--- config.mk ---
export PLATFORM = sky130hd
export DESIGN_NAME = modulo_counter
export DESIGN_NICKNAME = d
export VERILOG_FILES = /design/src/rtl/modulo_counter.sv
export SDC_FILE = /design/constraint.sdc
export NUM_CORES = 1
export LEC_CHECK = 0
export CAP_MARGIN = 0
export CORE_AREA = 2 2 39 41
export CTS_BUF_LIST = sky130_fd_sc_hd__clkbuf_2
export DETAILED_ROUTE_END_ITERATION = 7
export DIE_AREA = 0 0 41 43
export SLEW_MARGIN = 10
export SYNTH_ARGS = -nofsm -noshare
export SYNTH_HDL_FRONTEND = slang
export SYNTH_SLANG_ARGS = --single-unit
export TNS_END_PERCENT = 20
--- constraint.sdc ---
create_clock -name clk -period 1.45 [get_ports clk]
set_input_delay 0.2175 -clock clk [delete_from_list [all_inputs] [get_ports clk]]
set_output_delay 0.2175 -clock clk [all_outputs]
set_load 0.05 [all_outputs]
--- src/rtl/modulo_counter.sv ---
// Free-running modulo-M up-counter with a combinational carry-out on the last count.
// Typical use is as a frame or word-boundary timebase, e.g. M=32 on an ADC bit clock.
module modulo_counter #(
  parameter int unsigned M = 32,
  localparam int unsigned W = (M > 1) ? $clog2(M) : 1
) (
  input  logic         clk,
  input  logic         rst_n,
  input  logic         en,
  output logic         co,
  output logic [W-1:0] cnt
);

  localparam logic [W-1:0] LAST = W'(M - 1);

  logic at_last;

  // Wrap is an explicit compare so non-power-of-two moduli never reach M..2^W-1.
  assign at_last = (cnt == LAST);

  always_ff @(posedge clk) begin
    if (!rst_n) begin
      cnt <= '0;
    end else if (en) begin
      if (at_last) begin
        cnt <= '0;
      end else begin
        cnt <= cnt + W'(1);
      end
    end
  end

  // Carry is unregistered so consumers can sample it on the same edge that wraps cnt.
  assign co = rst_n & en & at_last;

endmodule

Word level (Yosys, flattened, before mapping)

Cells that the tools add are included.

Add/subtract/negate cells: 1
Equal/unequal tests: 1
Multiplexer cells: 1
Bitwise operators: 2

Operators with widths:

| cell                | count |
|---|---|
| $add 5x1->5 const B | 1 |
| $eq 5x5->1 const B  | 1 |
| $mux 5              | 1 |
| $and 1x1->1         | 2 |

Register bits after elaboration: 5
Input bits: 3
Output and inout bits: 6
Logic and storage cells: 6

Longest topological paths before layout

Depth after elaboration: 2
Mapped depth: 6
Gate-level depth less buffers: 6

Least setup slack after synthesis

OpenSTA, ideal clock, no wires.

Path kind: flip-flop to output port
From: register cnt[0]
To: output co
Data arrival time: 1.772 ns
Data required time: 1.233 ns
Slack: -0.540 ns
Cell stages (with the launch flop): 5
Path buffers: 0
Path through: dfxtp_1 > ha_1 > and3_1 > ha_1 > and3_1

Longest elaborated chain between the ends: 2

RTL lines:

| element                  | RTL line | source |
|---|---|---|
| start: declaration       | 11       | `output logic [W-1:0] cnt` |
| start signal: assignment | 28       | `cnt <= cnt + W'(1);` |
| $eq 5x5->1               | 19       | `assign at_last = (cnt == LAST);` |
| $and 1x1->1              | 34       | `assign co = rst_n & en & at_last;` |
| end: declaration         | 10       | `output logic co,` |

No other way between the ends.

Worst setup path after layout

Ends and elaborated chain as after synthesis.

==> key figures <==
Run status
  – Outcome: finished with violations
  – Failing checks: negative setup slack

Clock network
  – Post-CTS Setup Inserts: 0
  – Clk_lat worst skew: 220 ps
  – CTS tree: built
  – CTS sink cnt: 5
  – Worst-path clk slew: around 60 ps
  – CTS Buffer Depth: 2
  – H-tree levels: 1
  – Clock buffer count from CTS: 3
  – Clock root buffer: clkbuf_2

Routing
  – Vias per cell: 4.32
  – Routed vias: 268
  – Met1 WL: 236 um
  – DR WL/cell: 10.1 um
  – Met2 wire len: 334 um
  – DRT Pass-1 Iters: 2
  – Uppermost layer routed: met4
  – Post-Route WL: 629 um
  – Starting DRT DRC Count: 1
  – WL met3: 48 um
  – Drt drc: 0
  – Final ANT Viol Nets: 0

Global routing
  – Vias in the first global route: 260
  – Total global-route track usage: 10.3%
  – First-pass GRT wire length: 1.12 mm
  – Grt ovf: 0
  – Largest net degree at the start of global routing: 7
  – Antenna violations before repair: 0

Place
  – DP HPWL: 488 um
  – Placed Cells: 58
  – GPL Wtd Cong: 0.766
  – # port buffers: 8
  – Dpl ws: -42.6 ps

Synthesis
  – Distinct cells, synth: 14
  – Yosys reg bits: 5
  – Avg Cell Area, Syn: between 9 and 10 um2
  – Most frequent cell after synthesis: dfxtp_1
  – Post-Syn Area: 250 um2
  – Synth top cells by count: dfxtp_1 (5), nor2b_1 (4)
  – EDFF count, synth: 0
  – Synth top area cells: dfxtp_1 (40%), ha_1 (10%), nor2b_1 (10%)
  – Syn_nets: 31
  – Top_reg_cell synth: dfxtp_1
  – Synthesis Warnings: 0
  – Mapped Cells: 26
  – Async set-or-reset flop fraction in the synthesized netlist: 0%
  – Leading area contributor after synthesis: dfxtp_1
  – Top-area cell type share of the netlist area: 40.0%
  – Seq/Total Area, Yosys: approximately two fifths

STA
  – Final min period: 1550 ps
  – Tightest Pin Transition: around 230 ps
  – Final setup viols: 2
  – F_max: around 650 MHz
  – Final WS setup: -96.5 ps
  – Clock Skews: 1.36 ps
  – Final slew viol count: 0
  – Final hold violation count: 0
  – Fin crit share: 107%
  – Slew headroom: between 80% and 90%
  – Hold slack final: around 540 ps
  – RSZ-0062 raised after global routing: true

Critical path
  – Crit path cell chain: ha_4, and3_4, ha_4, and3_4, buf_12
  – Critical R2R Capture: cnt[3]$_SDFFE_PN0P_
  – Crit-path leading delay family: flip-flops
  – Crit-path max cell delay: ~350 ps
  – Crit path required time: 1230 ps
  – Worst R2R Start: cnt[0]$_SDFFE_PN0P_
  – Critical Path AT: approximately 1300 ps
  – CP startpoint kind: flip-flop
  – Max Fanout on Critical Path: 3
  – Slowest CP cell: dfxtp_4
  – WS Path Type: reg -> out
  – Worst path bufs/invs: 1
  – Worst reg-to-reg setup slack: -20 ps
  – Crit. End Element: output port
  – Worst-case reg-to-reg path depth: 5

Run
  – Max-Cap Viols: 0

Power and ir drop
  – Leakage: around 0.22 nW
  – Peak VDD IR: between 0.3 and 0.4 mV
  – Pwr/cell area: roughly 660 nW/um2

Min path
  – Worst Hold End: cnt[3]$_SDFFE_PN0P_
  – Worst hold path class: reg -> reg
  – Hold path startpoint: cnt[3]$_SDFFE_PN0P_
  – WHS Path Cells: 2

Floorplan
  – Die X: 41 um
  – Row count: 14
  – Initial Util: between 10% and 20%
  – Total die area: 1760 um2
  – IO Pins: 9
  – Die height: 43 um
  – Core area: 1380 um2

Finish
  – Largest register FFs: 5
  – Synthesis-to-finish area growth: 117%
  – Reg with most FFs: cnt
  – Largest registers: cnt x5
  – Fin nets: 52
  – Diodes inserted: 0
  – Layout cell share with drive strength beyond 1: 60.9%
  – Non-filler instance count after layout: 62
## what timing repair did
item / in CTS / in global routing
hold buffers: 0 / 0
resized for setup: 3 / 1
endpoints found under the setup margin: 3 / 3
gates cloned: 0 / 0
pin swaps: 1 / 1
## layout by cell type, fill, tap and decap left out
cell type / n
a21boi_1: 1
a21oi_1: 2
a31oi_1: 1
and3_4: 2
buf_12: 6
buf_4: 8
clkbuf_2: 4
clkdlybuf4s50_1: 2
dfxtp_1: 1
dfxtp_2: 2
dfxtp_4: 2
ha_4: 2
inv_2: 1
mux2i_1: 2
nand3_1: 1
nor2b_1: 4
nor3b_1: 1
nor4bb_2: 1
o21ai_0: 2
or4_1: 1
## worst reg2reg max path, cell delays in order (launching register included)
cell and delay [ps]:
dfxtp_4 350, ha_4 150, and3_4 150, ha_4 150
or4_1 470, a21boi_1 120
## stage by stage
stage,utilization [%],TNS (ps),power (W),cell area (um2)
after floorplan,-,-182,0.000181,277
after global placement,35.9,-39.4,0.000227,497
after detailed placement,35.9,-56.1,0.000228,497
after CTS,38.7,-136,0.000365,536
after global routing,39.2,-251,0.000379,542
final,39.2,-115,0.000355,542
## final cells by class
type	count	area [um2]
sequential	5	110
inverter	1	3.75
tap	16	20.0
clock buffer	4	20.0
timing repair buffer	16	200
multi-input combinational	20	188
fill	149	842
## worst max path at each step
stage,from,depth (start not counted),to
floorplan,cnt[1]$_SDFFE_PN0P_,5,cnt[3]$_SDFFE_PN0P_
global placement,cnt[1]$_SDFFE_PN0P_,5,cnt[3]$_SDFFE_PN0P_
detailed placement,cnt[1]$_SDFFE_PN0P_,5,cnt[3]$_SDFFE_PN0P_
CTS,cnt[1]$_SDFFE_PN0P_,5,co
global route,cnt[0]$_SDFFE_PN0P_,5,co
finish,cnt[0]$_SDFFE_PN0P_,5,co
## cell families after synthesis
family / after synthesis / share of synthesized area [%]
AO/OA/AOI/OAI: 6 / 13.5
adder cells (fa/ha/maj): 2 / 10.0
buffers and inverters: 1 / 1.50
flip-flops: 5 / 40.0
multiplexers: 2 / 8.00
AND/OR/NAND/NOR: 10 / 27.0
## routing by layer
metal	GRT usage (%)	up-vias
met2	12.5	8
li1	-	136
met3	7.85	2
met5	0	-
met4	6.00	0
met1	12.3	122
## where the power goes
part / total (W) / leakage, nW / internal [W] / switching (W)
registers: 0.000146 / 0.0430 / 0.000141 / 0.00000429
logic: 0.0000801 / 0.157 / 0.0000433 / 0.0000368
clock network: 0.000130 / 0.0166 / 0.0000730 / 0.0000565
total: 0.000355 / 0.217 / 0.000258 / 0.0000976
No activity file was read; power rests on OpenSTA's default activity.
